## config.mk

```make
export PLATFORM = sky130hd
export DESIGN_NAME = alu_rs
export DESIGN_NICKNAME = d
export VERILOG_FILES = /design/src/rtl/alu_rs_pkg.sv /design/src/rtl/rs_pick.sv /design/src/rtl/alu_rs.sv
export SDC_FILE = /design/constraint.sdc
export NUM_CORES = 1
export LEC_CHECK = 0
export BUFFER_PORTS_ARGS = -buffer_cell sky130_fd_sc_hd__buf_2
export CAP_MARGIN = 15
export CELL_PAD_IN_SITES_DETAIL_PLACEMENT = 1
export CELL_PAD_IN_SITES_GLOBAL_PLACEMENT = 2
export CORE_UTILIZATION = 39
export CTS_BUF_LIST = sky130_fd_sc_hd__clkbuf_2 sky130_fd_sc_hd__clkbuf_4 sky130_fd_sc_hd__clkbuf_8
export CTS_CLUSTER_DIAMETER = 150
export DETAILED_ROUTE_END_ITERATION = 6
export PLACE_DENSITY_LB_ADDON = 0.1
export SLEW_MARGIN = 20
export SYNTH_ARGS = -nofsm -noshare
export SYNTH_HDL_FRONTEND = slang
export SYNTH_SLANG_ARGS = --single-unit
```

## constraint.sdc

```tcl
create_clock -name clk -period 5.85 [get_ports clk]
set_input_delay 0.2925 -clock clk [delete_from_list [all_inputs] [get_ports clk]]
set_output_delay 0.2925 -clock clk [all_outputs]
set_load 0.05 [all_outputs]
```

## src/rtl/alu_rs_pkg.sv

```systemverilog
// Shared constants for the ALU reservation station: sizes, flag values and ALU op codes.
package alu_rs_pkg;

  localparam int unsigned RS_SIZE_DEF = 4;
  localparam int unsigned TAG_W_DEF   = 4;
  localparam int unsigned OP_W        = 4;
  localparam int unsigned DATA_W      = 32;

  localparam logic TRUE  = 1'b1;
  localparam logic FALSE = 1'b0;

  typedef enum logic [OP_W-1:0] {
    OP_ADD  = 4'd0,
    OP_SUB  = 4'd1,
    OP_AND  = 4'd2,
    OP_OR   = 4'd3,
    OP_XOR  = 4'd4,
    OP_SLL  = 4'd5,
    OP_SRL  = 4'd6,
    OP_SRA  = 4'd7,
    OP_SLT  = 4'd8,
    OP_SLTU = 4'd9
  } alu_op_e;

  // Index width for an n-entry table; never zero so single-entry builds stay legal.
  function automatic int unsigned idx_w(input int unsigned n);
    return (n > 1) ? $clog2(n) : 1;
  endfunction

endpackage

```

## src/rtl/rs_pick.sv

```systemverilog
// Lowest-index priority encoder: reports whether any request is set and which one wins.
module rs_pick #(
  parameter int unsigned N  = 4,
  parameter int unsigned IW = 2
) (
  input  logic [N-1:0]  req,
  output logic          valid,
  output logic [IW-1:0] idx
);

  // Scan from the top down so the lowest set bit is the last (winning) write.
  always_comb begin
    valid = 1'b0;
    idx   = '0;
    for (int i = int'(N) - 1; i >= 0; i--) begin
      if (req[i]) begin
        valid = 1'b1;
        idx   = IW'(i);
      end
    end
  end

endmodule

```

## src/rtl/alu_rs.sv

```systemverilog
// ALU reservation station: holds issued ops until operands arrive over the CDB,
// dispatches the lowest ready entry to the ALU and broadcasts its result one cycle later.
module alu_rs
  import alu_rs_pkg::*;
#(
  parameter int unsigned RS_SIZE = RS_SIZE_DEF,
  parameter int unsigned TAG_W   = TAG_W_DEF
) (
  input  logic              clk,
  input  logic              rst,
  input  logic              rdy,
  input  logic              flush,
  input  logic              issue_valid,
  input  logic [OP_W-1:0]   issue_op,
  input  logic [DATA_W-1:0] issue_vj,
  input  logic [DATA_W-1:0] issue_vk,
  input  logic [TAG_W-1:0]  issue_qj,
  input  logic [TAG_W-1:0]  issue_qk,
  input  logic              issue_qj_busy,
  input  logic              issue_qk_busy,
  input  logic [TAG_W-1:0]  issue_dest,
  output logic              rs_full,
  input  logic              cdb_valid,
  input  logic [TAG_W-1:0]  cdb_tag,
  input  logic [DATA_W-1:0] cdb_value,
  output logic              alu_ready,
  output logic [DATA_W-1:0] alu_lv,
  output logic [DATA_W-1:0] alu_rv,
  output logic [OP_W-1:0]   alu_op,
  input  logic              alu_success,
  input  logic [DATA_W-1:0] alu_result,
  output logic              out_valid,
  output logic [TAG_W-1:0]  out_tag,
  output logic [DATA_W-1:0] out_value
);

  localparam int unsigned IW = idx_w(RS_SIZE);

  // Per-entry control flags (reset) and payload (no reset needed; gated by busy).
  logic [RS_SIZE-1:0] busy;
  logic [RS_SIZE-1:0] qj_busy;
  logic [RS_SIZE-1:0] qk_busy;
  logic [OP_W-1:0]    ent_op   [RS_SIZE];
  logic [DATA_W-1:0]  ent_vj   [RS_SIZE];
  logic [DATA_W-1:0]  ent_vk   [RS_SIZE];
  logic [TAG_W-1:0]   ent_qj   [RS_SIZE];
  logic [TAG_W-1:0]   ent_qk   [RS_SIZE];
  logic [TAG_W-1:0]   ent_dest [RS_SIZE];

  logic               free_any;
  logic               ready_any;
  logic [IW-1:0]      free_idx;
  logic [IW-1:0]      ready_idx;
  logic [RS_SIZE-1:0] free_vec;
  logic [RS_SIZE-1:0] ready_vec;
  logic [RS_SIZE-1:0] issue_sel;
  logic [RS_SIZE-1:0] fire_sel;
  logic [RS_SIZE-1:0] cap_j;
  logic [RS_SIZE-1:0] cap_k;
  logic               live;
  logic               do_issue;
  logic               do_fire;
  logic               fwd_j;
  logic               fwd_k;

  assign free_vec  = ~busy;
  assign ready_vec = busy & ~qj_busy & ~qk_busy;

  rs_pick #(.N(RS_SIZE), .IW(IW)) u_free_pick (
    .req   (free_vec),
    .valid (free_any),
    .idx   (free_idx)
  );

  rs_pick #(.N(RS_SIZE), .IW(IW)) u_ready_pick (
    .req   (ready_vec),
    .valid (ready_any),
    .idx   (ready_idx)
  );

  // Station state only moves when running and not being flushed.
  assign live      = rdy & ~flush;
  assign rs_full   = ~free_any;
  assign alu_ready = rdy & ready_any;
  assign alu_op    = alu_ready ? ent_op[ready_idx] : '0;
  assign alu_lv    = alu_ready ? ent_vj[ready_idx] : '0;
  assign alu_rv    = alu_ready ? ent_vk[ready_idx] : '0;

  assign do_issue = live & issue_valid & free_any;
  assign do_fire  = live & alu_ready & alu_success;
  assign fwd_j    = live & cdb_valid & issue_qj_busy & (cdb_tag == issue_qj);
  assign fwd_k    = live & cdb_valid & issue_qk_busy & (cdb_tag == issue_qk);

  // Per-entry strobes; an entry leaving this cycle never snoops the CDB.
  always_comb begin
    issue_sel = '0;
    fire_sel  = '0;
    cap_j     = '0;
    cap_k     = '0;
    for (int i = 0; i < int'(RS_SIZE); i++) begin
      issue_sel[i] = do_issue & (free_idx == IW'(i));
      fire_sel[i]  = do_fire & (ready_idx == IW'(i));
      cap_j[i]     = live & cdb_valid & busy[i] & qj_busy[i] &
                     (ent_qj[i] == cdb_tag) & ~fire_sel[i];
      cap_k[i]     = live & cdb_valid & busy[i] & qk_busy[i] &
                     (ent_qk[i] == cdb_tag) & ~fire_sel[i];
    end
  end

  always_ff @(posedge clk or negedge rst) begin
    if (!rst) begin
      busy      <= '0;
      qj_busy   <= '0;
      qk_busy   <= '0;
      out_valid <= FALSE;
      out_tag   <= '0;
      out_value <= '0;
    end else if (rdy) begin
      if (flush) begin
        busy      <= '0;
        qj_busy   <= '0;
        qk_busy   <= '0;
        out_valid <= FALSE;
      end else begin
        out_valid <= do_fire;
        if (do_fire) begin
          out_tag   <= ent_dest[ready_idx];
          out_value <= alu_result;
        end
        for (int i = 0; i < int'(RS_SIZE); i++) begin
          if (issue_sel[i]) begin
            busy[i]    <= TRUE;
            qj_busy[i] <= issue_qj_busy & ~fwd_j;
            qk_busy[i] <= issue_qk_busy & ~fwd_k;
          end else begin
            if (fire_sel[i]) busy[i]    <= FALSE;
            if (cap_j[i])    qj_busy[i] <= FALSE;
            if (cap_k[i])    qk_busy[i] <= FALSE;
          end
        end
      end
    end
  end

  // Payload write: issue (with same-cycle CDB forwarding) or operand capture.
  always_ff @(posedge clk) begin
    for (int i = 0; i < int'(RS_SIZE); i++) begin
      if (issue_sel[i]) begin
        ent_op[i]   <= issue_op;
        ent_vj[i]   <= fwd_j ? cdb_value : issue_vj;
        ent_vk[i]   <= fwd_k ? cdb_value : issue_vk;
        ent_qj[i]   <= issue_qj;
        ent_qk[i]   <= issue_qk;
        ent_dest[i] <= issue_dest;
      end else begin
        if (cap_j[i]) ent_vj[i] <= cdb_value;
        if (cap_k[i]) ent_vk[i] <= cdb_value;
      end
    end
  end

endmodule

```

== After elaboration in Yosys (flattened, before gate mapping) ==
Memory sizes are Yosys's and may differ from the RTL's. A register that Yosys moved wholly into a read port is not among the register bits.
Index checks and enable logic that the tools add are counted.

* Register bits after elaboration: 45
* Bits in writable memories: 320
* Bits of input ports: 157
* Output and inout bits: 107
* Word-level logic and storage cells: 271
* Memories kept: 6

{| class="wikitable"
|+ Memory list
! memory !! depth !! bits a word !! read ports !! clocked after Yosys merged registers in !! write ports !! RTL line !! source
|-
| ent_vj || 4 || 32 || 1 || 0 || 4 || alu_rs.sv:44 || <nowiki>logic [DATA_W-1:0] ent_vj [RS_SIZE];</nowiki>
|-
| ent_vk || 4 || 32 || 1 || 0 || 4 || alu_rs.sv:45 || <nowiki>logic [DATA_W-1:0] ent_vk [RS_SIZE];</nowiki>
|-
| ent_dest || 4 || 4 || 1 || 1 || 1 || alu_rs.sv:48 || <nowiki>logic [TAG_W-1:0] ent_dest [RS_SIZE];</nowiki>
|-
| ent_op || 4 || 4 || 1 || 0 || 1 || alu_rs.sv:43 || <nowiki>logic [OP_W-1:0] ent_op [RS_SIZE];</nowiki>
|-
| ent_qj || 4 || 4 || 4 || 0 || 1 || alu_rs.sv:46 || <nowiki>logic [TAG_W-1:0] ent_qj [RS_SIZE];</nowiki>
|-
| ent_qk || 4 || 4 || 4 || 0 || 1 || alu_rs.sv:47 || <nowiki>logic [TAG_W-1:0] ent_qk [RS_SIZE];</nowiki>
|}

* Equal/unequal tests: 16
* Multiplexer cells: 125
* Bitwise operators: 70
* Reduce and logical (&&, ||, !) cells: 40

{| class="wikitable"
|+ Operator list
! kind !! count
|-
| 32-bit two-way mux || 12
|-
| 1-bit two-way mux || 77
|-
| 4-bit two-way mux || 16
|-
| 1-bit AND || 49
|-
| 4-bit OR reduction || 12
|-
| 4-bit == test || 10
|-
| 2-bit two-way mux || 20
|-
| 3-bit nonzero test || 12
|-
| 2-bit AND reduction || 12
|-
| 4-bit NOT || 3
|-
| 4-bit AND || 2
|-
| 2-bit == test (second input constant) || 4
|-
| 1-bit NOT || 8
|-
| 1-bit OR || 8
|-
| 2-bit by 1-bit == test with 1-bit output (second input constant) || 2
|-
| 2-bit zero test || 2
|-
| 3-bit AND reduction || 1
|-
| 1-bit zero test || 1
|}

== Longest topological paths before layout ==
* Depth after elaboration: 17
* Depth in mapped cells: 8
* Gate-level depth less buffers: 6

== By module ==
Synthesis repeated with hierarchy kept, for this count alone.

* Cell total of the unflattened synthesis: 1,039
* Area total of the unflattened synthesis: 17,999.8 µm²

{| class="wikitable"
|+ By module, submodules not included
! module !! times used !! cells each !! area each (µm²) !! sequential area each (µm²)
|-
| alu_rs || 1 || 1,025 || 17,929.7 || 10,835.4
|-
| rs_pick || 2 || 7 || 35.0 || 0.0
|}

== Worst setup path after synthesis ==
Ideal clock, no wire load.

* Path type: reg-to-output
* From: register busy[2]
* To: output port alu_lv[10]
* Data arrival time: 2.406 ns
* Data required time: 5.558 ns
* Setup slack: 3.151 ns
* Cell stages (with the launch flop): 8
* Path buffers: 2
* Cell sequence: dfrtp_1 > nor3b_1 > or2_1 > buf_2 > nor3_4 > clkbuf_1 > a22oi_1 > a21oi_1

* Longest elaborated chain between the ends: 7
* Elaborated cells on any way between the ends: 11
* Those cells by class: 7 x mux; 3 x bitwise; 1 x memory

{| class="wikitable"
|+ RTL lines
! what !! RTL line !! source
|-
| from (decl) || alu_rs.sv:40 || <nowiki>logic [RS_SIZE-1:0] busy;</nowiki>
|-
| from (signal assigned) || alu_rs.sv:112 || <nowiki>busy <= '0;</nowiki>
|-
| from (signal assigned) || alu_rs.sv:120 || <nowiki>busy <= '0;</nowiki>
|-
| from (signal, indexed assignment) || alu_rs.sv:132 || <nowiki>busy[i] <= TRUE;</nowiki>
|-
| 4-bit AND (*) (2 in a row) || alu_rs.sv:67 || <nowiki>assign ready_vec = busy & ~qj_busy & ~qk_busy;</nowiki>
|-
| 2-bit two-way mux or 1-bit two-way mux (tied branches) (3 in a row) || rs_pick.sv:16 || <nowiki>if (req[i]) begin</nowiki>
|-
| memory 4 x 32 bit or 1-bit AND (tied branches) || n/a ||
|-
| 32-bit two-way mux (*) || alu_rs.sv:86 || <nowiki>assign alu_lv = alu_ready ? ent_vj[ready_idx] : '0;</nowiki>
|-
| to (decl) || alu_rs.sv:27 || <nowiki>output logic [DATA_W-1:0] alu_lv,</nowiki>
|}

Mark *: on every way between the ends. The rest lies on a longest branch, timed or not.

== Worst setup path after layout ==
* From: register busy[2]
* To: output port alu_rv[12]

* Longest elaborated chain between the ends: 7
* Elaborated cells on any way between the ends: 11
* Those cells by class: 7 x mux; 3 x bitwise; 1 x memory

{| class="wikitable"
|+ RTL lines
! what !! RTL line !! source
|-
| 4-bit AND (*) (2 in a row) || alu_rs.sv:67 ||
|-
| 2-bit two-way mux or 1-bit two-way mux (tied branches) (3 in a row) || rs_pick.sv:16 ||
|-
| memory 4 x 32 bit or 1-bit AND (tied branches) || n/a ||
|-
| 32-bit two-way mux (*) || alu_rs.sv:87 || <nowiki>assign alu_rv = alu_ready ? ent_vk[ready_idx] : '0;</nowiki>
|-
| to (decl) || alu_rs.sv:28 || <nowiki>output logic [DATA_W-1:0] alu_rv,</nowiki>
|}

Marked as above.

==> impl_metrics.tcl <==
set metrics [dict create \
    grt_max_degree 76 \
    wl_um 53800 \
    fin_nets 1701 \
    ys.flop_type "edfxtp_1" \
    clk_pin_slew_ns 0.05 \
    setup_viol 0 \
    avgSynthCellArea_um2 14.8 \
    yosysWarnings 0 \
    drc_errors 0 \
    relSlewSlack 0.259 \
    cts_htree_levels 3 \
    rows 77 \
    skew_ns 0.0279 \
    cp_max_fo 43 \
    total_power_w 0.00716 \
    crit_required_ns 5.56 \
    die_area_mm2 0.0456 \
    slowest_stage "o21ai_4" \
    crit_chain "nor3b_1 -> or2_1 -> o21ai_4 -> buf_4 -> nand2_1 -> a21oi_1 -> buf_2" \
    reg2reg_slack_ns 2.81 \
    antenna_found_initial 6 \
    drtIter0Drc 533 \
    gp_congestion 0.755 \
    drt-vias-per-instance 5.45 \
    start_util 0.395 \
    core_area_mm2 0.0441 \
    ctsResizeCount 0 \
    ios 264 \
    setup_ws_ns 1.58 \
    cts_setup_buffers 0 \
    fin_crit_sh 0.730 \
    synth-xor-area-share 0.0201 \
    hp-start "issue_qk_busy" \
    outcome "completed" \
    yosys.area_share.adder 0 \
    ys_seq_elements 369 \
    critPathLaunchType "flip-flop" \
    cts_tree "yes" \
    period_needed_ns 4.27 \
    cts_hold_buffers 91 \
    rsz0062_at_grt "no" \
    max_cap_violations 0 \
    dpl.cell_count 1974 \
    timing.setup.critical_path_class "reg -> out" \
    clock_tree.root_cell "clkbuf_8" \
    grt_usage 0.236 \
    wl_per_cell_um 24.6 \
    async_flop_share 0.133 \
    syn_area_mm2 0.0174 \
    io_buffers 263 \
    regToRegStartpoint "busy[0]" \
    grt_pass1_vias 12500 \
    finalHoldViolations 0 \
    routed-via-count 11900 \
    pre_cts_slack_ns 2.24 \
    cp_data_arrival_time_ns 3.98 \
    ir_drop_uv 209 \
    cellLeakagePower_nw 8.19 \
    ys_types 48 \
    synth.area.mux_share 0.186 \
    powerDensity_mw_per_mm2 331 \
    end_kind "output port" \
    synth_nets 1335 \
    first_pass_iters 4 \
    tns_ns 0 \
    cts.sinks 369 \
    syn_inst 1178 \
    yosys.area_share.simple 0.0421 \
    fmax_mhz 234 \
    max_stage_delay_ns 0.88 \
    cts_buffer_depth 3 \
    grt_overflow_total 0 \
    cts_buffers 69 \
    clock_latency_ns 0.62 \
    synth_edf_count 320 \
    worstMarginPinSlew_ns 1.11 \
    hold-path-cell-count 3 \
    synth-compound-area-share 0.101 \
    die_y_um 213 \
    hpwl_um 31500 \
    r2r_end "ent_vj[0][14]" \
    ys_seq_area_frac 0.622 \
    die_w_um 213 \
    critPathLaunch "busy[2]" \
    synth_top_family_by_area "multiplexers" \
    hold_end "qk_busy[0]" \
    slew_viol_final 0 \
    layout_commonest_cell "edfxtp_1" \
    r2r_cells 5 \
    fin_cells 2188 \
    hp-class "in -> reg" \
    drive_gt1_frac 0.442 \
    grt_pass1_wl_um 78600 \
    final_cell_mix "edfxtp_1, mux2_2, buf_2" \
    ant_nets 0 \
    areaGrowthSynthToFinish_pct 23.9 \
]
==> worst max-delay path by stage <==
stage,slack (ns),to
3_3_place_gp,2.28,alu_lv[30]
5_1_grt,1.38,alu_rv[12]
3_5_place_dp,2.24,alu_lv[30]
4_1_cts,1.54,alu_rv[12]
2_1_floorplan,3.15,alu_lv[10]
6_report,1.58,alu_rv[12]
==> final cells by class <==
cell class | instances | area (um2)
Clock inverter | 19 | 115
Multi-Input combinational cell | 720 | 6230
Fill cell | 4493 | 22500
Antenna cell | 2 | 5.00
Sequential cell | 369 | 10800
Inverter | 7 | 26.3
Tap cell | 592 | 741
Timing Repair Buffer | 377 | 2400
Clock buffer | 102 | 1240
==> per-layer routing <==
layer,part of all wire,track usage
met5,0.00087,0
met4,0.024,0.0778
met3,0.049,0.0472
met2,0.48,0.395
met1,0.44,0.307
==> Yosys cell counts (2+ instances only) <==
library cell | instances | area [um2]
a21o_1 | 2 | 15.0
a21oi_1 | 71 | 355
a221o_1 | 3 | 30.0
a22o_1 | 68 | 596
a22oi_1 | 69 | 518
a31oi_1 | 4 | 25.0
and3_1 | 2 | 12.5
and4b_1 | 4 | 40.0
buf_1 | 6 | 22.5
buf_2 | 27 | 135
buf_6 | 18 | 203
clkbuf_1 | 28 | 105
clkbuf_2 | 2 | 10.0
dfrtp_1 | 49 | 1230
edfxtp_1 | 320 | 9610
inv_1 | 7 | 26.3
mux2_1 | 4 | 45.0
mux2_2 | 284 | 3200
nand2_1 | 76 | 285
nand2b_1 | 10 | 62.6
nand3_1 | 11 | 55.1
nand4_1 | 2 | 12.5
nor2_1 | 15 | 56.3
nor3_1 | 3 | 15.0
nor3b_1 | 2 | 15.0
nor4_1 | 8 | 50.1
nor4_4 | 2 | 42.5
o21ai_0 | 8 | 40.0
o2bb2ai_1 | 8 | 70.1
o31ai_1 | 6 | 45.0
o41ai_1 | 2 | 17.5
or3_1 | 3 | 18.8
xnor2_1 | 10 | 87.6
xor2_1 | 30 | 263
==> worst max-delay path, delay by kind of cell, from the launching register on <==
family                 cells  cell delay (ns)
AO/OA/AOI/OAI              2             1.23
buffers and inverters      2             1.01
AND/OR/NAND/NOR            3             0.67
flip-flops                 1             0.42
==> state kept, by name, summed over array words and instances, names as in the netlist <==
name and flops:
ent_dest 16, out_value 32, ent_qj 16, ent_qk 16, qj_busy 4, ent_op 16, busy 4, out_valid 1
ent_vj 128, qk_busy 4, ent_vk 128, out_tag 4
==> cell families after synthesis <==
kind of cell,count (synthesis)
flip-flops,369
XOR/XNOR,40
AO/OA/AOI/OAI,247
multiplexers,288
buffers and inverters,89
AND/OR/NAND/NOR,145
==> per-stage QoR <==
step | util | hold WS, ns | cell area [um2]
4_1_cts | 0.489 | 0.000489 | 21600
3_5_place_dp | 0.438 | 0.363 | 19300
5_1_grt | 0.490 | 0.0114 | 21600
2_1_floorplan | - | -0.00309 | 17400
3_3_place_gp | 0.438 | 0.475 | 19300
6_report | 0.490 | 0.0482 | 21600
==> power breakdown <==
part           internal, W  switching, W
Clock              0.00140       0.00111
Combinational     0.000449       0.00110
Sequential         0.00303     0.0000750
Total              0.00488       0.00228
(Power assumes the default switching activity.)
